===== src/rtl/layer1_sequencer_if.sv =====
// Purpose: bundles the sequencer's CPU handshake, memory-read and array-control signals.
// Latency: none; plain wires between the sequencer and its environment.
// Backpressure: none on the bus; the go/done/ack handshake is the only flow control.
interface layer1_sequencer_if #(
  parameter int ADDR_W = 10
);
  // CPU register side
  logic              go;
  logic              abort;
  logic              ack;
  logic              busy;
  logic              done;
  // image / weight memory side
  logic              img_rd;
  logic [ADDR_W-1:0] img_addr;
  logic [31:0]       img_data;
  logic [ADDR_W-1:0] w_addr;
  // layer-1 array side
  logic              arr_start;
  logic              arr_stop;
  logic [31:0]       arr_image;
  // pass statistics
  logic [15:0]       cyc_cnt;

  // sequencer end: drives strobes, addresses and array control
  modport master (
    input  go, abort, ack, img_data,
    output busy, done, img_rd, img_addr, w_addr,
           arr_start, arr_stop, arr_image, cyc_cnt
  );

  // environment end: CPU registers, memories and the array
  modport slave (
    output go, abort, ack, img_data,
    input  busy, done, img_rd, img_addr, w_addr,
           arr_start, arr_stop, arr_image, cyc_cnt
  );
endinterface


===== src/rtl/layer1_sequencer.sv =====
// Purpose: runs one layer-1 pass: clear array, stream N_PIX pixels/weight rows, drain, freeze, done.
// Latency: done rises N_PIX+DRAIN+1 cycles after the CLR cycle that follows go.
// Backpressure: none; pixels stream at one per cycle, done is held until ack, go ignored unless idle.
module layer1_sequencer #(
  parameter int N_PIX  = 784,
  parameter int ADDR_W = 10,
  parameter int DRAIN  = 2
) (
  input  logic                clk,
  input  logic                resetn,
  layer1_sequencer_if.master  bus
);

  localparam int DW = (DRAIN < 1) ? 1 : $clog2(DRAIN + 1);
  localparam logic [ADDR_W-1:0] LAST_PIX = ADDR_W'(N_PIX - 1);
  localparam logic [DW-1:0]     LAST_DRN = DW'(DRAIN);

  typedef enum logic [2:0] {
    S_IDLE,
    S_CLR,
    S_STREAM,
    S_DRAIN,
    S_DONE
  } state_t;

  state_t            state_q, state_d;
  logic [ADDR_W-1:0] pix_q, pix_d;   // address being issued this cycle
  logic [ADDR_W-1:0] wa_q, wa_d;     // img_addr delayed one cycle -> weight row
  logic [DW-1:0]     drn_q, drn_d;
  logic [15:0]       cyc_q, cyc_d;
  logic              rd_q, rd_d;     // a read was issued last cycle

  logic              busy_c;
  logic              done_c;
  logic              img_rd_c;
  logic              arr_start_c;
  logic              arr_stop_c;
  logic [15:0]       cyc_inc;

  assign cyc_inc = (cyc_q == 16'hFFFF) ? cyc_q : cyc_q + 16'd1;

  // next-state, counters and per-state outputs; abort overrides the busy states
  always_comb begin
    state_d     = state_q;
    pix_d       = pix_q;
    drn_d       = drn_q;
    cyc_d       = cyc_q;
    busy_c      = 1'b0;
    done_c      = 1'b0;
    img_rd_c    = 1'b0;
    arr_start_c = 1'b0;
    arr_stop_c  = 1'b1;

    case (state_q)
      S_IDLE: begin
        pix_d = '0;
        if (bus.go) begin
          state_d = S_CLR;
          cyc_d   = '0;
        end
      end
      S_CLR: begin
        busy_c      = 1'b1;
        arr_start_c = 1'b1;
        arr_stop_c  = 1'b0;
        img_rd_c    = 1'b1;
        cyc_d       = cyc_inc;
        if (N_PIX == 1) begin
          state_d = S_DRAIN;
          drn_d   = '0;
        end else begin
          state_d = S_STREAM;
          pix_d   = ADDR_W'(1);
        end
      end
      S_STREAM: begin
        busy_c     = 1'b1;
        arr_stop_c = 1'b0;
        img_rd_c   = 1'b1;
        cyc_d      = cyc_inc;
        if (pix_q == LAST_PIX) begin
          state_d = S_DRAIN;
          pix_d   = '0;
          drn_d   = '0;
        end else begin
          pix_d = pix_q + ADDR_W'(1);
        end
      end
      S_DRAIN: begin
        busy_c     = 1'b1;
        arr_stop_c = 1'b0;
        cyc_d      = cyc_inc;
        if (drn_q == LAST_DRN) begin
          state_d = S_DONE;
        end else begin
          drn_d = drn_q + DW'(1);
        end
      end
      S_DONE: begin
        done_c = 1'b1;
        if (bus.ack) begin
          state_d = S_IDLE;
        end
      end
      default: begin
        state_d = S_IDLE;
      end
    endcase

    // abort mid-pass: stop reading and freeze the array right away, no done
    if (bus.abort && busy_c) begin
      state_d    = S_IDLE;
      pix_d      = '0;
      img_rd_c   = 1'b0;
      arr_stop_c = 1'b1;
    end
  end

  // the weight row trails the image address by one cycle so both meet pixel k at the array
  always_comb begin
    wa_d = pix_q;
    rd_d = img_rd_c;
  end

  // state and pipeline registers
  always_ff @(posedge clk or negedge resetn) begin
    if (!resetn) begin
      state_q <= S_IDLE;
      pix_q   <= '0;
      wa_q    <= '0;
      drn_q   <= '0;
      cyc_q   <= '0;
      rd_q    <= 1'b0;
    end else begin
      state_q <= state_d;
      pix_q   <= pix_d;
      wa_q    <= wa_d;
      drn_q   <= drn_d;
      cyc_q   <= cyc_d;
      rd_q    <= rd_d;
    end
  end

  assign bus.busy      = busy_c;
  assign bus.done      = done_c;
  assign bus.img_rd    = img_rd_c;
  assign bus.img_addr  = pix_q;
  assign bus.w_addr    = wa_q;
  assign bus.arr_start = arr_start_c;
  assign bus.arr_stop  = arr_stop_c;
  // zero when nothing was read, so drain cycles add nothing to the accumulators
  assign bus.arr_image = rd_q ? bus.img_data : 32'd0;
  assign bus.cyc_cnt   = cyc_q;

endmodule


===== src/flat_wrapper.sv =====
// flat-port wrapper written by rule: the top's interface ports become plain ports
module layer1_sequencer_flat 
#(
  parameter int N_PIX  = 784,
  parameter int ADDR_W = 10,
  parameter int DRAIN  = 2
)
  (clk, resetn, bus_go, bus_abort, bus_ack, bus_img_data, bus_busy, bus_done, bus_img_rd, bus_img_addr, bus_w_addr, bus_arr_start, bus_arr_stop, bus_arr_image, bus_cyc_cnt);
  layer1_sequencer_if #(.ADDR_W(ADDR_W)) bus_i ();
  input  logic clk;
  input  logic resetn;
  input wire logic [$bits(bus_i.go)-1:0] bus_go;
  input wire logic [$bits(bus_i.abort)-1:0] bus_abort;
  input wire logic [$bits(bus_i.ack)-1:0] bus_ack;
  input wire logic [$bits(bus_i.img_data)-1:0] bus_img_data;
  output wire logic [$bits(bus_i.busy)-1:0] bus_busy;
  output wire logic [$bits(bus_i.done)-1:0] bus_done;
  output wire logic [$bits(bus_i.img_rd)-1:0] bus_img_rd;
  output wire logic [$bits(bus_i.img_addr)-1:0] bus_img_addr;
  output wire logic [$bits(bus_i.w_addr)-1:0] bus_w_addr;
  output wire logic [$bits(bus_i.arr_start)-1:0] bus_arr_start;
  output wire logic [$bits(bus_i.arr_stop)-1:0] bus_arr_stop;
  output wire logic [$bits(bus_i.arr_image)-1:0] bus_arr_image;
  output wire logic [$bits(bus_i.cyc_cnt)-1:0] bus_cyc_cnt;
  assign bus_i.go = bus_go;
  assign bus_i.abort = bus_abort;
  assign bus_i.ack = bus_ack;
  assign bus_i.img_data = bus_img_data;
  assign bus_busy = bus_i.busy;
  assign bus_done = bus_i.done;
  assign bus_img_rd = bus_i.img_rd;
  assign bus_img_addr = bus_i.img_addr;
  assign bus_w_addr = bus_i.w_addr;
  assign bus_arr_start = bus_i.arr_start;
  assign bus_arr_stop = bus_i.arr_stop;
  assign bus_arr_image = bus_i.arr_image;
  assign bus_cyc_cnt = bus_i.cyc_cnt;
  layer1_sequencer #(.N_PIX(N_PIX), .ADDR_W(ADDR_W), .DRAIN(DRAIN)) u_core (.clk(clk), .resetn(resetn), .bus(bus_i));
endmodule

===== config.mk =====
export PLATFORM = sky130hd
export DESIGN_NAME = layer1_sequencer_flat
export DESIGN_NICKNAME = d
export VERILOG_FILES = /design/src/rtl/layer1_sequencer_if.sv /design/src/rtl/layer1_sequencer.sv /design/src/flat_wrapper.sv
export SDC_FILE = /design/constraint.sdc
export NUM_CORES = 1
export LEC_CHECK = 0
export BUFFER_PORTS_ARGS = -buffer_cell sky130_fd_sc_hd__buf_4
export CAP_MARGIN = 20
export CORE_MARGIN = 4
export CORE_UTILIZATION = 50
export CTS_BUF_LIST = sky130_fd_sc_hd__clkbuf_16
export DETAILED_ROUTE_END_ITERATION = 8
export HOLD_SLACK_MARGIN = 0.06
export PLACE_DENSITY = 0.83
export SKIP_CTS_REPAIR_TIMING = 1
export SLEW_MARGIN = 0
export SYNTH_ARGS = -nofsm -noshare
export SYNTH_HDL_FRONTEND = slang
export SYNTH_SLANG_ARGS = --single-unit

===== constraint.sdc =====
create_clock -name clk -period 5.16 [get_ports clk]
set_input_delay 0.774 -clock clk [delete_from_list [all_inputs] [get_ports clk]]
set_output_delay 0.774 -clock clk [all_outputs]
set_load 0.01 [all_outputs]

==> flow_summary.ini <==
[logic_synthesis]
ys_ff_latch = 42
yosys.area_share.simple = 0.300
yosysWarningCount = 0
synthFlopType = dfrtp_1
async_flop_share = 1.00
synth_edf_count = 0
ys_types = 45
synthAdderAreaFrac = 0.0166
synth_mux_area_frac = 0.00443
syn_inst = 244
synth-compound-area-share = 0.157
synth_xor_area_frac = 0.0271
synth.yosys.seq_area_share = 0.465
avgSynthCellArea_um2 = 9.26
synth_top_family_by_area = simple AND/OR/NAND/NOR gates
netlist_area_um2 = 2260
synth_nets = 284

[finish]
seq_area_um2 = 1050
area_growth_syn_to_layout_pct = 46.0
diodes = 0
fillers = 326
final_common_cell = buf_4
final_core_util = 0.758
layout.cells.most_common_list = buf_4, dfrtp_1, and2_1
finalNonFillerCells = 404
multi_input_area_um2 = 1140
fin_nets = 391
design_area_um2 = 3300
drive_gt1_frac = 0.355

[sta]
finalSetupViolCount = 0
slew_headroom = 0.556
slew_violations = 0
rsz0062_at_grt = no
fin_skew_ps = 3.40
fmax_ghz = 0.422
worst_pin_slew_ps = 666
whs_ps = 464
fin_ws_ps = 2790
hold_violations = 0
min_period_ps = 2370
setup_tns_ps = 0
post-route-period-util = 0.459

[power_and_ir_drop]
p_sw_uw = 443
swShare = 0.334
p_int_uw = 885
power_density_nw_per_um2 = 402
pwr-share-clk = 0.305
peakVddDrop_uv = 305
leakage_nw = 1.64
p_seq_frac = 0.342
combPwrFrac = 0.353
fin_total_pwr_mw = 1.33

[worst_setup_path]
r2r_cells = 5
crit_fanout = 16
cp_slowest_stage_delay_ps = 550
startpoint = u_core.state_q[0]
worstPathRequired_ps = 4390
startpoint_type = flip-flop
worstPathArrival_ps = 1590
slowest_stage = dfrtp_1
end_kind = output pin
crit_chain = nor2_1 > nand2_1 > inv_1 > buf_4
crit_type = reg2out
r2r_start = u_core.state_q[2]

[clock_network]
htree_levels = 2
numCtsBuffers = 5
cts-root-buf = clkbuf_16
clk_pin_slew_ps = 60
cts.sinks = 42
cts_tree = yes
clock_tree.buffer_depth = 2
clkLatencyLatePin_ps = 280

[drt]
drt_wl_total_um = 6470
vias = 2224
drt_pass1_iterations = 4
wire_per_inst_um = 16.0
drc_errors = 0
viasPerCell = 5.50
drt_iter0_markers = 89
ant_nets = 0

[placed_design]
place_hpwl_um = 4910
postPlaceCellArea_um2 = 3110
gp_congestion = 0.851
io_buffers = 109
dp.cells = 396
place_ws_ps = 2820

[flow_run]
drv_cap = 0

[floorplan]
core_area_um2 = 4350
dieArea_um2 = 5660
die_w_um = 75.2
io_pins = 110
num_rows = 24
initial_utilization = 0.519
die_y_um = 75.2

[global_route]
antenna_found_initial = 0
first_global_vias = 2057
grt.total_usage = 0.224
grt_pass1_wl_um = 9680
grt_overflow = 0
grt_max_degree = 43

[run_status]
status = finished, final reports clean

[hold_path]
worst_hold_path_type = in2async
==> final timing paths <==
check / endpoint / slack, ps
min in group clk: u_core.bus.w_addr[1] / 500
worst max-delay path: bus_done / 2790
worst min-delay path: u_core.bus.w_addr[1] / 460
max in group asynchronous: u_core.rd_q / 4330
worst min register to register: u_core.bus.w_addr[1] / 500
worst max register to register: u_core.bus.cyc_cnt[4] / 2940
==> layout make-up <==
class | count | area share
Inverter | 6 | 0.00683
Clock buffer | 5 | 0.0379
Multi-Input combinational cell | 186 | 0.346
Timing Repair Buffer | 110 | 0.250
Tap cell | 52 | 0.0197
Clock inverter | 3 | 0.0209
Sequential cell | 42 | 0.319
==> registers in the layout, summed over array words and instances, names as in the netlist <==
name                 cells
u_core.bus.cyc_cnt      16
u_core.rd_q              1
u_core.state_q           3
u_core.bus.img_addr     10
u_core.bus.w_addr       10
u_core.drn_q             2
==> cell families after synthesis <==
| kind of cell | after synthesis |
|---|---|
| multiplexers | 1 |
| AO/OA/AOI/OAI | 52 |
| XOR/XNOR | 7 |
| adder cells (fa/ha/maj) | 3 |
| AND/OR/NAND/NOR | 123 |
| buffers and inverters | 16 |
| flip-flops | 42 |
==> per-layer routing <==
layer,share of wire,track usage
met5,0,0
met4,0.012,0.0660
met1,0.37,0.276
met2,0.51,0.389
met3,0.11,0.0547
==> cells in the mapped netlist (all sizes together) (4+ instances only) <==
| library cell | count | area share |
|---|---|---|
| nand2b | 4 | 0.011 |
| nor3 | 6 | 0.013 |
| a31oi | 5 | 0.014 |
| and2 | 33 | 0.091 |
| nand2 | 18 | 0.030 |
| clkbuf | 6 | 0.010 |
| inv | 6 | 0.010 |
| nor2 | 21 | 0.036 |
| a21oi | 7 | 0.016 |
| nand3 | 12 | 0.027 |
| dfrtp | 42 | 0.47 |
| buf | 4 | 0.010 |
| a22o | 4 | 0.016 |
| o21ai | 19 | 0.049 |
| a21o | 4 | 0.013 |
| nand4 | 5 | 0.017 |
| xor2 | 5 | 0.019 |
| or3 | 6 | 0.017 |
==> power groups by stage <==
stage	registers [mW]	logic, mW	clock network (mW)
global route	0.467	0.515	0.422
global placement	0.457	0.461	0
finish	0.454	0.468	0.405
CTS	0.453	0.473	0.408
floorplan	0.420	0.276	0
detailed placement	0.459	0.471	0
==> worst max-delay path, delay by kind of cell, from the launching register on <==
kind | cells | cell delay, ps
buf+inv | 2 | 190
flops | 1 | 550
simple gates | 2 | 580
Note: power is estimated with default switching activity, not from simulation.
